[config.mk]
export PLATFORM = sky130hd
export DESIGN_NAME = posit_add_issuer
export DESIGN_NICKNAME = d
export VERILOG_FILES = /design/src/rtl/posit_add_issuer.sv
export SDC_FILE = /design/constraint.sdc
export NUM_CORES = 1
export LEC_CHECK = 0
export BUFFER_PORTS_ARGS = -buffer_cell sky130_fd_sc_hd__buf_2
export CORE_AREA = 2 2 200 202
export DETAILED_ROUTE_END_ITERATION = 10
export DIE_AREA = 0 0 202 204
export HOLD_SLACK_MARGIN = 0.05
export SYNTH_ARGS = -nofsm -noshare
export SYNTH_HDL_FRONTEND = slang
export SYNTH_SLANG_ARGS = --single-unit
[constraint.sdc]
create_clock -name clk -period 6.6 [get_ports clk]
set_clock_uncertainty 0.15 [all_clocks]
set_input_delay 1.32 -clock clk [delete_from_list [all_inputs] [get_ports clk]]
set_output_delay 1.32 -clock clk [all_outputs]
set_load 0.02 [all_outputs]
[src/rtl/posit_add_issuer.sv]
// Posit adder issue/collect wrapper: credit-limited operand issue, in-order result FIFO.
// Latency: add_start 1 cycle after acceptance, res_valid 1 cycle after add_done; backpressure via op_ready credits and res_ready.
// Optional POSIT_ADD_ISSUER_STATS_EN adds issued_cnt/completed_cnt.
module posit_add_issuer #(
    parameter int N     = 32,
    parameter int DEPTH = 8
) (
    input  logic         clk,
    input  logic         reset,
    input  logic         op_valid,
    output logic         op_ready,
    input  logic [N-1:0] op_a,
    input  logic [N-1:0] op_b,
    output logic         add_start,
    output logic [N-1:0] add_in1,
    output logic [N-1:0] add_in2,
    input  logic         add_done,
    input  logic [N-1:0] add_result,
    input  logic         add_inf,
    input  logic         add_zero,
    output logic         res_valid,
    input  logic         res_ready,
    output logic [N-1:0] res_data,
    output logic         res_inf,
    output logic         res_zero,
    output logic         busy,
    output logic         err
`ifdef POSIT_ADD_ISSUER_STATS_EN
    ,
    output logic [31:0]  issued_cnt,
    output logic [31:0]  completed_cnt
`endif
);
    localparam int AW = $clog2(DEPTH);
    localparam int CW = AW + 1;
    localparam logic [CW-1:0] L_DEPTH = CW'(DEPTH);

    typedef enum logic [1:0] {S_IDLE, S_ACTIVE, S_FULL} state_t;

    state_t          r_state;
    logic            r_busy;
    logic [CW-1:0]   r_inflight;
    logic [CW-1:0]   r_wr_ptr;
    logic [CW-1:0]   r_rd_ptr;
    logic            r_err;
    logic            r_add_start;
    logic [N-1:0]    r_add_in1;
    logic [N-1:0]    r_add_in2;
    logic [N+1:0]    r_mem [DEPTH];

    logic [CW-1:0]   w_count;
    logic [CW-1:0]   w_total;
    logic [CW-1:0]   w_inflight_nxt;
    logic [CW-1:0]   w_count_nxt;
    logic [CW-1:0]   w_total_nxt;
    logic            w_accept;
    logic            w_push;
    logic            w_pop;
    logic            w_empty;
    logic [N+1:0]    w_head;

    // Pointers carry a wrap bit so full and empty are distinguishable.
    assign w_count        = r_wr_ptr - r_rd_ptr;
    assign w_total        = r_inflight + w_count;
    assign w_empty        = (w_count == '0);
    assign op_ready       = (w_total < L_DEPTH);
    assign w_accept       = op_valid & op_ready;
    assign w_push         = add_done & (r_inflight != '0);
    assign w_pop          = res_valid & res_ready;
    assign w_inflight_nxt = r_inflight + CW'(w_accept) - CW'(w_push);
    assign w_count_nxt    = w_count + CW'(w_push) - CW'(w_pop);
    assign w_total_nxt    = w_inflight_nxt + w_count_nxt;

    assign w_head    = w_empty ? '0 : r_mem[r_rd_ptr[AW-1:0]];
    assign res_valid = ~w_empty;
    assign res_data  = w_head[N+1:2];
    assign res_inf   = w_head[1];
    assign res_zero  = w_head[0];

    assign add_start = r_add_start;
    assign add_in1   = r_add_in1;
    assign add_in2   = r_add_in2;
    assign busy      = r_busy;
    assign err       = r_err;

    always_ff @(posedge clk) begin
        if (reset) begin
            r_inflight  <= '0;
            r_wr_ptr    <= '0;
            r_rd_ptr    <= '0;
            r_err       <= 1'b0;
            r_add_start <= 1'b0;
            r_add_in1   <= '0;
            r_add_in2   <= '0;
        end else begin
            r_inflight  <= w_inflight_nxt;
            r_add_start <= w_accept;
            if (w_push) begin
                r_wr_ptr <= r_wr_ptr + CW'(1);
            end
            if (w_pop) begin
                r_rd_ptr <= r_rd_ptr + CW'(1);
            end
            // A completion with nothing outstanding is dropped and latched as an error.
            if (add_done && (r_inflight == '0)) begin
                r_err <= 1'b1;
            end
            if (w_accept) begin
                r_add_in1 <= op_a;
                r_add_in2 <= op_b;
            end
        end
    end

    always_ff @(posedge clk) begin
        if (!reset && w_push) begin
            r_mem[r_wr_ptr[AW-1:0]] <= {add_result, add_inf, add_zero};
        end
    end

    always_ff @(posedge clk) begin
        if (reset) begin
            r_state <= S_IDLE;
            r_busy  <= 1'b0;
        end else begin
            case (r_state)
                S_IDLE: begin
                    if (w_accept) begin
                        r_state <= S_ACTIVE;
                        r_busy  <= 1'b1;
                    end
                end
                S_ACTIVE: begin
                    if (w_total_nxt == L_DEPTH) begin
                        r_state <= S_FULL;
                    end else if (w_total_nxt == '0) begin
                        r_state <= S_IDLE;
                        r_busy  <= 1'b0;
                    end
                end
                S_FULL: begin
                    if (w_pop) begin
                        r_state <= S_ACTIVE;
                    end
                end
                default: begin
                    r_state <= S_IDLE;
                    r_busy  <= 1'b0;
                end
            endcase
        end
    end

`ifdef POSIT_ADD_ISSUER_STATS_EN
    logic [31:0] r_issued_cnt;
    logic [31:0] r_completed_cnt;

    always_ff @(posedge clk) begin
        if (reset) begin
            r_issued_cnt    <= '0;
            r_completed_cnt <= '0;
        end else begin
            if (w_accept) begin
                r_issued_cnt <= r_issued_cnt + 32'd1;
            end
            if (w_pop) begin
                r_completed_cnt <= r_completed_cnt + 32'd1;
            end
        end
    end

    assign issued_cnt    = r_issued_cnt;
    assign completed_cnt = r_completed_cnt;
`endif
endmodule

==> impl_metrics.ini, run 1 <==
[status]
status = complete, no violations

[final_layout]
area_growth_pct = 19.91
num_antenna_cells = 0
nNetsFinal = 1221
fin_util_pct = 43.94
drive_gt1_share_pct = 32.41

[min_path]
hold_class = reg2reg
hp-start = add_in1[18]

[synth]
synth_area_leaders = edfxtp_1 57%, dfxtp_1 12%, mux4_2 11%
ys.warnings.count = 0
syn_nets = 1029
synth-seq-cells = 356
avgSynthCellArea_um2 = 15.87
yosysTopAreaCell = edfxtp_1
synthTopCellsByCount = 272 x edfxtp_1, 84 x dfxtp_1, 74 x a21oi_1
synth_most_common_cell = edfxtp_1
post_synth_inst_count = 905
synthDistinctLibCells = 45
synth_top_area_share_pct = 56.88
synth.cell_area_mm2 = 0.01436
synth_ff_type = edfxtp_1
synth_edf_count = 272
ys_async_sr_fraction_pct = 0
ys_seq_area_share_pct = 68.60

[power]
finalPower_mw = 7.815
ir_worst_vdd_mv = 0.4422
power_per_cell_area_mw_per_mm2 = 453.9
leakage_nw = 6.065

[sta]
fmax_mhz = 175.3
period_share_pct = 86.41
fin_tns_setup_ps = 0
finalCriticalPeriod_ps = 5703
finalSetupViolCount = 0
rsz0062_at_grt = no
drv_slew = 0
worst_slew_pin_slew_ps = 1121
final_hold_viol_count = 0
slew_headroom_pct = 25.30

[worst_setup_path]
r2r_slack_ps = 900
crit_path_end_kind = flop
r2r-end = busy
worstSetupEndpoint = busy
r2r_start = r_wr_ptr[0]
path_cells = inv_1 -> ha_1 -> inv_1 -> fa_1 -> ha_1 -> nand4b_1 -> a21oi_1 -> o22ai_4 -> nand3_1 -> ha_1 -> inv_1 -> ha_1 -> inv_1 -> fa_1 -> xor2_1 -> ha_1 -> inv_1 -> ha_1 -> a21oi_1 -> and3_1 -> nor4_1 -> or4b_1 -> a311oi_2
crit_fanout = 8
crit_arrival_ps = 6000
startpoint = r_wr_ptr[0]
cp_slowest_stage_delay_ps = 530
cpMostUsedCell = ha_1
slowest_stage = or4b_1
r2r_cells = 23
cp_data_required_time_ps = 6900
setup.worst_path.class = reg2reg
critPathLaunchType = flop

[clock_network]
cts_setup_buffers = 0
cts.repair.resized = 0
clockBufferDepth = 3
clk-insertion-delay-late_ps = 530
cts_tree = done
cts_sinks = 356
htree_levels = 2
postCtsHoldBufs = 0
clk_pin_slew_ps = 60
cts_made_buffers = 40
clock-root-buffer = clkbuf_16

[routing]
first_pass_iters = 5
post-route-drc-count = 0
vias = 8722
finalWirelength_mm = 33.27
drtIter0Drc = 431
ant_nets = 0
wl_per_cell_um = 20.19
vias_per_cell = 5.292

[floorplanning]
die_w_um = 202
start_util_pct = 36.64
core_mm2 = 0.03918
io_pins = 206
dieArea_mm2 = 0.04121
die_h_um = 204
rows = 73

[global_routing]
grt_first_pass_wirelength_mm = 51.81
overflow = 0
grt_max_degree = 85
grt_pass1_vias = 8996
grt.total_usage_pct = 16.22
antenna_found_initial = 2

[job]
cap_viol_max_count = 0

[placed_design]
port_buffers = 205
place_congestion = 0.7478
detailed_place_hpwl_mm = 18.84
[worst min path at each step]
stage	end	slack, ps	depth (start not counted)
after global placement	add_in2[17]	300	2
after CTS	add_in1[7]	320	2
after global routing	add_in2[30]	340	2
after detailed placement	add_in2[30]	310	2
final	add_in1[18]	320	2
after floorplan	r_rd_ptr[3]	340	2
[cell type report]
type | instances | area [µm²]
clock buffer | 53 | 1070
clock inverter | 15 | 157.7
fill | 3502 | 21970
inverter | 25 | 93.84
multi-input combinational | 448 | 4200
sequential | 356 | 9856
tap | 525 | 656.9
timing repair buffer | 226 | 1184
[metal layers]
layer,vias up,share of wire (%),global-route usage [%]
li1,3977,-,-
met1,4364,43,21.50
met2,327,48,26.08
met3,50,7.4,4.432
met4,4,2.0,5.016
met5,-,0.072,0
[kinds of logic (layout without fill, tap and decap cells)]
group                      Yosys count  count (layout)  share of synthesized area (%)
xor gates and xnor gates            12              12                         0.8278
and+or+nand+nor                    158             158                          5.751
muxes                              103             103                          13.11
AOI/OAI and AO/OA                  154             154                          6.849
DFF                                356             356                          68.60
adders and majority gates           21              21                          2.039
buffers and inverters              101             319                          2.832
[report_power, final]
part	switching (mW)	leakage, nW	internal, mW
logic	1.87	2.32	1.05
clock network	0.854	0.599	1.25
registers	0.168	3.14	2.62
total	2.90	6.06	4.92
[registers in the layout (all words and copies together) (netlist names), named ones only]
name        cells
add_in1        32
add_in2        32
add_start       1
busy            1
err             1
r_inflight      4
r_mem         272
r_rd_ptr        4
r_state         2
r_wr_ptr        4
[critical path: cells and delay by family, from the launching register on]
kind,cells,cell delay [ps]
AOI/OAI and AO/OA,4,970
and+or+nand+nor,5,1140
adders and majority gates,8,2330
buffers and inverters,5,330
DFF,1,520
xor gates and xnor gates,1,190
[metrics by stage]
| stage | instances | area [µm²] | hold slack (ps) | setup slack [ps] |
|---|---|---|---|---|
| floorplan | 905 | 14360 | 344.2 | 779.3 |
| global placement | 1580 | 15990 | 301.6 | 1047 |
| detailed placement | 1580 | 15990 | 309.1 | 941.8 |
| CTS | 1648 | 17220 | 320.3 | 924.6 |
| global route | 1648 | 17220 | 336.8 | 478.5 |
| finish | 1648 | 17220 | 316.8 | 897.0 |
[cell usage in the layout (no fill, tap or decap), types with 6 or more instances in the layout]
master and n:
buf_4 21, ha_1 17, mux2i_1 35, o31ai_1 64, xor2_1 7, dfxtp_1 81
nor2_1 52, clkbuf_1 11, nand2_1 7, edfxtp_1 272, mux4_2 68, buf_2 205
a21oi_1 74, clkinv_1 7, inv_1 23, clkbuf_16 40, nand3_1 6, nand4_1 65
nor2_4 7
No activity file was read; power rests on OpenSTA's default activity.
==> inputs of run 2 (changes only) <==
CAP_MARGIN = 20   (was not set)
CORE_AREA = 2 2 182 184   (was 2 2 200 202)
DIE_AREA = 0 0 184 186   (was 0 0 202 204)
GPL_TIMING_DRIVEN = 0   (was not set)
==> impl_metrics.ini, run 2 (synthesis gave the netlist of run 1 again) <==
[final_layout]
largest_reg_flops = 272
layout_commonest_cell = edfxtp_1
area_growth_pct = 21.17
final_cell_mix = 272 x edfxtp_1, 223 x buf_2, 84 x dfxtp_1, 73 x a21oi_1, 68 x mux4_2
nNetsFinal = 1289
stdcell_count = 1601
drive_gt1_share_pct = 31.91

[worst_setup_path]
path_cells = inv_1 -> ha_1 -> inv_1 -> fa_1 -> ha_1 -> nand4b_1 -> and3_1 -> o22ai_2 -> clkbuf_4 -> nand3_1 -> ha_1 -> inv_1 -> ha_1 -> inv_1 -> fa_1 -> xor2_1 -> ha_1 -> inv_1 -> ha_1 -> a21oi_1 -> and3_1 -> nor4_1 -> or4b_1 -> a311oi_2
crit_fanout = 10
cp_data_required_time_ps = 6870
slowest_stage = or4b_1
crit_buf_inv = 6
cpLargestDelayFamily = adder cells
cp_slowest_stage_delay_ps = 540
setup.worst_path.class = reg2reg
cpMostUsedCell = ha_1
crit_path_end_kind = flop
crit_arrival_ps = 6430
critPathLaunchType = flop

[power]
finalPower_mw = 7.877
ir_worst_vdd_mv = 0.3116
power_per_cell_area_mw_per_mm2 = 452.7
leakage_nw = 6.222

[clock_network]
htree_levels = 2
clk-insertion-delay-late_ps = 510
cts_made_buffers = 38
postCtsHoldBufs = 0
cts_sinks = 356
clock-root-buffer = clkbuf_16
clockBufferDepth = 3
cts_tree = done
clk_pin_slew_ps = 60

[sta]
finalSetupViolCount = 0
drv_slew = 0
final_hold_viol_count = 0
finalCriticalPeriod_ps = 6155
fmax_mhz = 162.5
period_share_pct = 93.26
whs_ps = 314.2
slew_headroom_pct = 34.29
rsz0062_at_grt = no
worst_slew_pin_slew_ps = 985.6

[global_routing]
grt_pass1_vias = 9285
overflow = 0
grt_max_degree = 25
antenna_found_initial = 5
grt.total_usage_pct = 20.53
grt_first_pass_wirelength_mm = 53.14

[placed_design]
detailed_place_hpwl_mm = 23.12
port_buffers = 205
dp_cells = 1532
place_congestion = 0.8976

[floorplanning]
io_pins = 206
dieArea_mm2 = 0.03422
die_h_um = 186
start_util_pct = 44.58
die_w_um = 184
core_mm2 = 0.03221
rows = 66

[routing]
ant_nets = 0
vias_per_cell = 5.626
finalWirelength_mm = 34.66
post-route-drc-count = 0
vias = 9007
wl_per_cell_um = 21.65
first_pass_iters = 4
drtIter0Drc = 642

[min_path]
hold_class = reg2reg

[status]
status = complete, no violations

[job]
cap_viol_max_count = 0
==> run 2: changes by cell type in the layout (fill, tap and decap cells not counted), sizes merged <==
| cell | before | now |
|---|---|---|
| diode | 0 | 2 |
| clkinv | 12 | 11 |
| clkbuf | 53 | 97 |
| bufinv | 3 | 2 |
| inv | 25 | 26 |
| buf | 226 | 251 |
==> run 2: layout make-up <==
| type | instances | area (µm²) |
|---|---|---|
| Antenna cell | 2 | 5.005 |
| Buffer | 74 | 315.3 |
| Clock buffer | 52 | 1064 |
| Clock inverter | 14 | 127.6 |
| Fill cell | 2717 | 14810 |
| Inverter | 25 | 93.84 |
| Multi-Input combinational cell | 448 | 4168 |
| Sequential cell | 356 | 9849 |
| Tap cell | 408 | 510.5 |
| Timing Repair Buffer | 222 | 1266 |
==> run 2: path summary, 6_finish.rpt <==
| kind | from | endpoint | slack (ps) | cells after the start |
|---|---|---|---|---|
| worst max-delay path | r_wr_ptr[0] | busy | 440 | 24 |
| worst min-delay path | add_in2[14] | add_in2[14] | 310 | 2 |
| worst max register to register | r_wr_ptr[0] | busy | 440 | 24 |
| worst min register to register | add_in2[14] | add_in2[14] | 310 | 2 |
==> run 2: where the power goes <==
part / leakage (nW) / total, mW / internal (mW) / switching [mW]
clock network: 0.590 / 2.03 / 1.20 / 0.829
registers: 3.14 / 2.72 / 2.62 / 0.105
logic: 2.49 / 3.12 / 1.13 / 2.00
total: 6.22 / 7.88 / 4.95 / 2.93
==> run 2: stage by stage <==
stage | setup TNS [ps] | cell area, µm² | setup WS (ps) | util, %
2_1_floorplan | 0 | 14360 | 779.3 | -
4_1_cts | 0 | 17360 | 102.4 | 53.89
6_report | 0 | 17400 | 444.5 | 54.02
5_1_grt | 0 | 17400 | 120.7 | 54.02
3_3_place_gp | -43780 | 15900 | -705.8 | 49.36
3_5_place_dp | -234.8 | 16170 | -234.8 | 50.20
==> run 2: worst register-to-register path, delay by kind of cell, from the launching register on <==
family                     cells  cell delay, ps
xor gates and xnor gates       1             260
adders and majority gates      8            2400
buffers and inverters          6             620
AOI/OAI and AO/OA              3             680
DFF                            1             490
and+or+nand+nor                6            1450
==> run 2: repair_timing <==
action	4_1_cts	5_1_grt
resized for setup	1	7
cloned	0	0
setup endpoints to repair	1	1
setup buffers	0	3
pin swaps	0	1
==> run 2: routing by layer <==
layer / wire [µm] / global-route usage (%) / up-vias
li1: - / - / 4126
met1: 14440 / 26.01 / 4515
met5: 16 / 0 / -
met3: 2684 / 5.557 / 52
met4: 875 / 6.336 / 4
met2: 16640 / 34.61 / 310
==> inputs of run 3 (changes only) <==
CAP_MARGIN = 5   (was 20)
RECOVER_POWER = 25   (was not set)
==> impl_metrics.ini, run 3 (synthesis gave the netlist of run 1 again) <==
[clock_network]
postCtsHoldBufs = 0
htree_levels = 2
clk_pin_slew_ps = 60
clk-insertion-delay-late_ps = 520
cts_sinks = 356
cts_made_buffers = 39
clock-root-buffer = clkbuf_16
cts_tree = done
clockBufferDepth = 3
cts_setup_buffers = 0

[sta]
slew_headroom_pct = 34.27
period_share_pct = 92.95
worst_slew_pin_slew_ps = 985.9
fin_tns_setup_ps = 0
rsz0062_at_grt = no
final_hold_viol_count = 0
drv_slew = 0
fmax_mhz = 163.0
finalSetupViolCount = 0
finalCriticalPeriod_ps = 6135

[routing]
vias = 8981
ant_nets = 0
vias_per_cell = 5.603
drtIter0Drc = 641
first_pass_iters = 4
wl_per_cell_um = 21.64
finalWirelength_mm = 34.69
post-route-drc-count = 0

[global_routing]
antenna_found_initial = 5
grt_first_pass_wirelength_mm = 52.77
grt.total_usage_pct = 20.41
grt_max_degree = 25
overflow = 0
grt_pass1_vias = 9169

[final_layout]
final_cell_mix = 272 x edfxtp_1, 198 x buf_2, 84 x dfxtp_1, 77 x clkbuf_1, 73 x a21oi_1
stdcell_count = 1603
nNetsFinal = 1287
largest_reg_flops = 272
drive_gt1_share_pct = 29.90
layout_commonest_cell = edfxtp_1
area_growth_pct = 21.33

[worst_setup_path]
r2r_cells = 24
cpMostUsedCell = ha_1
crit_path_end_kind = flop
slowest_stage = or4b_1
cp_data_required_time_ps = 6880
crit_arrival_ps = 6410
path_cells = inv_1 -> ha_1 -> inv_1 -> fa_1 -> ha_1 -> nand4b_1 -> and3_1 -> o22ai_2 -> clkbuf_4 -> nand3_1 -> ha_1 -> inv_1 -> ha_1 -> inv_1 -> fa_1 -> xor2_1 -> ha_1 -> inv_1 -> ha_1 -> a21oi_1 -> and3_1 -> nor4_1 -> or4b_1 -> a311oi_2
cp_slowest_stage_delay_ps = 540
crit_fanout = 10
critPathLaunchType = flop
setup.worst_path.class = reg2reg

[floorplanning]
die_h_um = 186
start_util_pct = 44.58
rows = 66
dieArea_mm2 = 0.03422
core_mm2 = 0.03221
die_w_um = 184
io_pins = 206

[placed_design]
detailed_place_hpwl_mm = 23.19
dp_cells = 1532
port_buffers = 205
place_congestion = 0.8976

[min_path]
hold_class = reg2reg
worstHoldPathCells = 2

[power]
power_per_cell_area_mw_per_mm2 = 456.9
leakage_nw = 6.182
ir_worst_vdd_mv = 0.3577

[job]
cap_viol_max_count = 0

[status]
status = complete, no violations
run 3: cell count changes in the layout (fill, tap and decap cells not counted), sizes merged:
cell    delta
buf       -28
bufinv     +1
clkbuf    +26
clkinv     +4
diode      -1
run 3: power breakdown:
| group | leakage, nW | internal (mW) | switching [mW] | total, mW |
|---|---|---|---|---|
| clock network | 0.632 | 1.28 | 0.858 | 2.14 |
| logic | 2.41 | 1.11 | 2.00 | 3.10 |
| registers | 3.14 | 2.62 | 0.103 | 2.72 |
run 3: cell type report:
class | count | area [µm²]
buffer | 74 | 315.3
antenna | 1 | 2.502
clock inverter | 19 | 178.9
clock buffer | 53 | 1091
inverter | 25 | 93.84
timing repair buffer | 219 | 1212
tap | 408 | 510.5
sequential | 356 | 9849
multi-input combinational | 448 | 4168
fill | 2690 | 14780
run 3: final timing paths:
kind	from	end	slack (ps)
min	err	err	310
max reg2reg	r_wr_ptr[0]	busy	470
min reg2reg	err	err	310
max	r_wr_ptr[0]	busy	470
run 3: critical path, delay by kind of cell (launching register included):
family	cells	cell delay (ps)
flops	1	500
compound gates	3	680
buf+inv	6	610
simple gates	6	1460
xor+xnor	1	200
fa+ha+maj	8	2450
run 3: metrics by stage:
step	total power [mW]	setup WS [ps]	instance area [µm²]	hold slack (ps)	utilization [%]
final	7.960	465.0	17420	314.9	54.09
after global routing	8.416	116.6	17420	338.1	54.09
after CTS	8.019	142.3	17440	317.8	54.14
after detailed placement	5.879	-172.8	16170	309.2	50.20
after global placement	5.827	-705.8	15900	300.2	49.36
after floorplan	4.884	779.3	14360	344.2	-
run 3: timing repair:
item / in CTS / in global routing
pin swaps: 0 / 1
endpoints found under the setup margin: 1 / 1
gates resized for setup: 1 / 7
hold endpoints to repair: 0 / 0
run 3: routing by layer:
| layer | global-route usage, % | vias up | routed length, µm |
|---|---|---|---|
| met5 | 0 | - | 16 |
| met1 | 26.00 | 4485 | 14430 |
| met4 | 6.528 | 4 | 912 |
| met2 | 34.13 | 310 | 16700 |
| met3 | 5.518 | 57 | 2618 |
| li1 | - | 4125 | - |
